File: config.mk
export PLATFORM = sky130hd
export DESIGN_NAME = fa_64_bit_seq
export DESIGN_NICKNAME = d
export VERILOG_FILES = /design/src/rtl/fa_64_bit_seq_pkg.sv /design/src/rtl/fa_64_bit_seq_digit.sv /design/src/rtl/fa_64_bit_seq.sv
export SDC_FILE = /design/constraint.sdc
export NUM_CORES = 1
export LEC_CHECK = 0
export BUFFER_PORTS_ARGS = -buffer_cell sky130_fd_sc_hd__buf_4
export CAP_MARGIN = 10
export CORE_MARGIN = 2
export CORE_UTILIZATION = 35
export CTS_CLUSTER_DIAMETER = 30
export DETAILED_ROUTE_END_ITERATION = 12
export GPL_ROUTABILITY_DRIVEN = 0
export SYNTH_ARGS = -nofsm -noshare
export SYNTH_HDL_FRONTEND = slang
export SYNTH_SLANG_ARGS = --single-unit
File: constraint.sdc
create_clock -name clk -period 13.35 [get_ports clk]
set_input_delay 2.67 -clock clk [delete_from_list [all_inputs] [get_ports clk]]
set_output_delay 2.67 -clock clk [all_outputs]
set_load 0.005 [all_outputs]
File: src/rtl/fa_64_bit_seq_pkg.sv
// Shared ALU definitions for the sequential 64-bit adder.
// Holds the datapath width, FSM states and the digit-width check.
package fa_64_bit_seq_pkg;

    localparam int DATA_W = 64;
    localparam int IDX_W  = $clog2(DATA_W);

    typedef enum logic {
        IDLE = 1'b0,
        RUN  = 1'b1
    } state_t;

    // A digit width is usable when it is a power of two dividing DATA_W.
    function automatic bit w_legal(input int w);
        return (w > 0) && (w <= DATA_W) &&
               ((DATA_W % w) == 0) && ((w & (w - 1)) == 0);
    endfunction

endpackage

File: src/rtl/fa_64_bit_seq_digit.sv
// Combinational W-bit ripple full adder for one digit.
// cmsb is the carry entering the top bit, used for signed overflow.
module fa_digit #(
    parameter int W = 8
) (
    input  logic [W-1:0] a,
    input  logic [W-1:0] b,
    input  logic         cin,
    output logic [W-1:0] s,
    output logic         cout,
    output logic         cmsb
);

    logic [W:0] c;

    assign c[0] = cin;

    for (genvar i = 0; i < W; i++) begin : g_bit
        assign s[i]   = a[i] ^ b[i] ^ c[i];
        assign c[i+1] = (a[i] & b[i]) | (c[i] & (a[i] ^ b[i]));
    end

    assign cout = c[W];
    assign cmsb = c[W-1];

endmodule

File: src/rtl/fa_64_bit_seq.sv
// Multi-cycle 64-bit adder: Sum = A + B + Cin, one W-bit digit per
// clock, least-significant digit first, with a registered carry.
module fa_64_bit_seq
    import fa_64_bit_seq_pkg::*;
#(
    parameter int W = 8
) (
    input  logic              clk,
    input  logic              rst,
    input  logic              start,
    input  logic [DATA_W-1:0] A,
    input  logic [DATA_W-1:0] B,
    input  logic              Cin,
    output logic              busy,
    output logic              done,
    output logic [DATA_W-1:0] Sum,
    output logic              Cout,
    output logic              Ovf
);

    localparam int N  = DATA_W / W;
    localparam int KW = (N > 1) ? $clog2(N) : 1;

    if (!w_legal(W)) begin : g_bad_w
        $error("fa_64_bit_seq: W must be a power of two dividing 64");
    end

    state_t            state;
    state_t            state_nxt;

    logic [DATA_W-1:0] a_r;
    logic [DATA_W-1:0] b_r;
    logic [DATA_W-1:0] sum_r;
    logic [DATA_W-1:0] sum_nxt;
    logic              carry_r;
    logic              cout_r;
    logic              ovf_r;
    logic              done_r;
    logic [KW-1:0]     k;
    logic              last;

    logic [W-1:0]      da;
    logic [W-1:0]      db;
    logic [W-1:0]      ds;
    logic              dcout;
    logic              dcmsb;

    assign last = (k == KW'(N - 1));

    if (N == 1) begin : g_one
        // Single digit covers the whole word; no digit selection needed.
        always_comb begin
            da      = a_r;
            db      = b_r;
            sum_nxt = ds;
        end
    end else begin : g_multi
        logic [IDX_W-1:0] base;

        // Select digit k of the operands and merge the new digit into Sum.
        always_comb begin
            base             = IDX_W'(int'(k) * W);
            da               = a_r[base +: W];
            db               = b_r[base +: W];
            sum_nxt          = sum_r;
            sum_nxt[base +: W] = ds;
        end
    end

    fa_digit #(
        .W    (W)
    ) u_digit (
        .a    (da),
        .b    (db),
        .cin  (carry_r),
        .s    (ds),
        .cout (dcout),
        .cmsb (dcmsb)
    );

    // State register.
    always_ff @(posedge clk) begin
        if (rst) begin
            state <= IDLE;
        end else begin
            state <= state_nxt;
        end
    end

    // Next-state logic: start leaves IDLE, last digit returns to IDLE.
    always_comb begin
        state_nxt = state;
        unique case (state)
            IDLE: begin
                if (start) begin
                    state_nxt = RUN;
                end
            end
            RUN: begin
                if (last) begin
                    state_nxt = IDLE;
                end
            end
        endcase
    end

    // FSM outputs.
    always_comb begin
        busy = (state == RUN);
    end

    // Operand capture, digit accumulation and result flags.
    always_ff @(posedge clk) begin
        if (rst) begin
            a_r     <= '0;
            b_r     <= '0;
            sum_r   <= '0;
            carry_r <= 1'b0;
            cout_r  <= 1'b0;
            ovf_r   <= 1'b0;
            done_r  <= 1'b0;
            k       <= '0;
        end else begin
            done_r <= 1'b0;
            unique case (state)
                IDLE: begin
                    if (start) begin
                        a_r     <= A;
                        b_r     <= B;
                        carry_r <= Cin;
                        sum_r   <= '0;
                        cout_r  <= 1'b0;
                        ovf_r   <= 1'b0;
                        k       <= '0;
                    end
                end
                RUN: begin
                    sum_r   <= sum_nxt;
                    carry_r <= dcout;
                    if (last) begin
                        k      <= '0;
                        cout_r <= dcout;
                        ovf_r  <= dcmsb ^ dcout;
                        done_r <= 1'b1;
                    end else begin
                        k <= k + 1'b1;
                    end
                end
            endcase
        end
    end

    assign done = done_r;
    assign Sum  = sum_r;
    assign Cout = cout_r;
    assign Ovf  = ovf_r;

endmodule

==> summary by stage <==
Clock network
Once the clock tree was built, the resizer swapped 0 gates to a different size. The CTS root buffer is sky130_fd_sc_hd__clkbuf_16. The number of CTS-inserted buffers is 17. The clock transition time at the flip-flop clock pins of the worst setup and hold paths is approximately 70 ps. The count of buffers added by post-CTS timing repair for setup is 0. The clock reaches the later pin of the worst-skew pair after ~430 ps. The hold-fix buffer count after cts is 0.

The clock tree from TritonCTS is built. The H-tree was split into 4 levels. The maximum buffer depth of the clock tree is 2.

The clock sink total is 200.

Global route
The number of global-route vias before repair is 6506. The largest net degree at the start of global routing is between 100 and 150. The number of antenna violations at the first check in global routing is 0. After global routing the overflow that remains totals 0. In the global route stage, overall resource usage came out at 0.188. The first global-routing pass estimated 35800 um of wire.

Setup path
The worst setup path is launched from a register. By startpoint and endpoint, the worst setup path is classified as register to register. Data on the critical path arrives at its endpoint at 5740 ps. The capturing element type of the critical path is a register. Of all nets on the critical path, the largest fanout is 19. The required time at the worst-slack endpoint is about 14000 ps.

Die
The x dimension of the die is 158 um. The die area is between 20000 and 30000 um2. The area of the core is around 23000 um2. Row generation in the floorplan step produced 56 rows. The initial utilization of the core area, before any placement, comes to 0.356. The die height is approximately 160 um. The count of pins on the block boundary is 200.

Placement
The post-detailed-placement half-perimeter wirelength is 16300 um. Port buffering added roughly 200 buffers. After detailed placement, the design holds a cell count of roughly 1400.

Finish
The share of cells above drive strength 1 is 0.268. After the last flow step, the layout net total stands at 1200. In the final layout, flip-flops and latches occupy between 4000 and 5000 um2.

Counting the fill cells in the layout gives between 2000 and 2500. The utilization after layout is 0.449. After the flow finishes, the layout carries non-filler instances totaling roughly 1400. The number of antenna repair diodes is 0. The synthesis-to-finish area growth is 26.3%. The multi-input combinational cells in the finished layout cover a total of 3950 um2.

STA
The final sum of negative setup slack is 0 ps. For the final database, setup skew stands at between 10 and 15 ps. The minimum clock period after layout is around 5400 ps. Setup violations remaining at the end of the flow were counted as 0. The final critical-path share of the clock period is 0.403. Static timing analysis puts the maximum clock frequency at roughly 190 MHz. The final number of hold-violating endpoints is 0. Setup repair after global routing left no endpoint under its margin. The remaining max-slew budget at the tightest pin is 0.199. The final count of pins violating max slew is 0.

At the pin with the least slew margin, the transition time is 1200 ps.

Status
The run finished with clean final reports.

Pwr
After layout, the design draws a total of around 0.0013 W. The total leakage power is roughly 4.3 nW. For this design the ratio of total power to cell area is 124 nW/um2. The largest voltage drop on the vdd net is 0.0778 mV.

Synth
The synthesized area is 8350 um2. After synthesis, the cell types taking the most area are sky130_fd_sc_hd__dfxtp_1 (48%), sky130_fd_sc_hd__nand2_1 (12%), sky130_fd_sc_hd__mux4_2 (8.6%). Counting instances in the post-synthesis netlist gives the leading cell types as sky130_fd_sc_hd__nand2_1 (266), sky130_fd_sc_hd__dfxtp_1 (200), sky130_fd_sc_hd__a21oi_1 (131). The fraction of post-synthesis cell area in the top cell type by area is 0.480.

The distinct cell type count of the synthesized netlist is 34. The cell accounting for the most synthesized area is sky130_fd_sc_hd__dfxtp_1. The count of state elements after synthesis is 200. The most instantiated library cell after synthesis is sky130_fd_sc_hd__nand2_1. The average footprint of a synthesized cell is just over 9 um2. Synthesis handed over a netlist of around 900 instances. The share of async-settable or async-resettable flops after synthesis is 0. The number of enable-type register cells in the synthesized netlist is 0. In the synthesized netlist the dominant register cell turns out to be sky130_fd_sc_hd__dfxtp_1.

The number of synthesis warnings is 0. The share of the Yosys chip area taken by registers is 0.480. The net count after synthesis is ~1100.

Route
The aggregate routed wire length is between 20000 and 25000 um. Dividing the detail-routed wire length by the instance count gives ~17 um. For this run, design rule violations remaining after detail routing come to 0. The number of detailed-routing iterations run before antenna repair is 4. In this run, the number of DRC markers left after iteration 0 of detailed routing was between 400 and 500. The post-detailed-route via-to-cell ratio is between 4 and 5. The via total after detailed routing is a little under 7000. The post-detailed-route count of antenna-violating nets is 0.

Flow run
The total of max-cap violations is 0.

Min path
The worst hold path belongs to the class register to register.
-- power breakdown --
group	switching, W	leakage [nW]	internal (W)
Sequential	0.0000165	1.63	0.000620
Combinational	0.0000816	2.35	0.0000643
Clock	0.000237	0.301	0.000293
Total	0.000335	4.29	0.000978
-- placed cells by master, fill, tap and decap left out, types with 2 or more instances in the layout --
cell | Yosys | layout
sky130_fd_sc_hd__clkinv_4 | 0 | 4
sky130_fd_sc_hd__nand2b_4 | 1 | 2
sky130_fd_sc_hd__nand3_1 | 35 | 35
sky130_fd_sc_hd__o2111ai_1 | 32 | 32
sky130_fd_sc_hd__clkbuf_8 | 0 | 2
sky130_fd_sc_hd__o21ai_0 | 24 | 24
sky130_fd_sc_hd__or2_0 | 4 | 4
sky130_fd_sc_hd__inv_6 | 0 | 4
sky130_fd_sc_hd__or4_4 | 2 | 2
sky130_fd_sc_hd__or2_2 | 8 | 8
sky130_fd_sc_hd__nor2_1 | 6 | 6
sky130_fd_sc_hd__o21ai_1 | 8 | 8
sky130_fd_sc_hd__dfxtp_2 | 0 | 2
sky130_fd_sc_hd__nand2_1 | 266 | 266
sky130_fd_sc_hd__nand2b_1 | 3 | 2
sky130_fd_sc_hd__mux2i_1 | 46 | 46
sky130_fd_sc_hd__clkbuf_16 | 0 | 17
sky130_fd_sc_hd__inv_1 | 6 | 5
sky130_fd_sc_hd__bufinv_16 | 0 | 2
sky130_fd_sc_hd__a21oi_1 | 131 | 131
sky130_fd_sc_hd__mux4_2 | 32 | 32
sky130_fd_sc_hd__ha_1 | 4 | 4
sky130_fd_sc_hd__fa_1 | 8 | 8
sky130_fd_sc_hd__a211oi_1 | 2 | 2
sky130_fd_sc_hd__buf_4 | 0 | 206
sky130_fd_sc_hd__dfxtp_1 | 200 | 198
sky130_fd_sc_hd__nor3b_1 | 2 | 2
-- final cells by class --
class	instances	share of cell area
clock buffer	20	0.0433
clock inverter	12	0.0150
inverter	7	0.00249
multi-input combinational	624	0.375
sequential	200	0.380
tap	319	0.0379
timing repair buffer	206	0.147
-- state kept, by name (all words and copies together), names as in the netlist --
register,count
Sum,64
b_r,64
done,1
Ovf,1
Cout,1
carry_r,1
busy,1
a_r,64
k,3
-- final timing paths --
check	startpoint	cells past startpoint	to	slack, ps
min reg2reg	b_r[26]	2	b_r[26]	450
max	k[0]	14	Sum[15]	7970
min	b_r[26]	2	b_r[26]	450
max reg2reg	k[0]	14	Sum[15]	7970
-- per-stage QoR --
stage               setup slack [ps]  hold slack [ps]  cell area [um2]
finish                          7970              454            10500
CTS                             7880              454            10500
detailed placement              7890              445             9930
floorplan                       8130              433             8350
global placement                7990              440             9930
global route                    7680              473            10500
-- layer usage --
layer,vias to the layer above,global-route usage,part of all wire
met5,-,0,0
met4,0,0.0463,0.014
met3,19,0.0427,0.058
met2,213,0.299,0.46
met1,3250,0.260,0.47
li1,3450,-,-
-- cells by family after synthesis --
kind of cell | share of synthesized area
and+or+nand+nor | 0.169
buffers and inverters | 0.0489
DFF | 0.480
xor gates and xnor gates | 0.00105
AOI/OAI and AO/OA | 0.135
adders and majority gates | 0.0252
muxes | 0.141
-- worst max-delay path, cell delays in order, from the launching register on --
cell	delay [ps]
sky130_fd_sc_hd__dfxtp_2	750
sky130_fd_sc_hd__mux4_2	350
sky130_fd_sc_hd__mux2i_1	100
sky130_fd_sc_hd__fa_1	440
sky130_fd_sc_hd__fa_1	460
sky130_fd_sc_hd__fa_1	480
sky130_fd_sc_hd__fa_1	460
sky130_fd_sc_hd__fa_1	420
sky130_fd_sc_hd__inv_1	80
sky130_fd_sc_hd__fa_1	180
sky130_fd_sc_hd__inv_1	60
sky130_fd_sc_hd__fa_1	480
sky130_fd_sc_hd__fa_1	470
sky130_fd_sc_hd__or2_2	380
sky130_fd_sc_hd__o21ai_0	170
(Power assumes the default switching activity.)
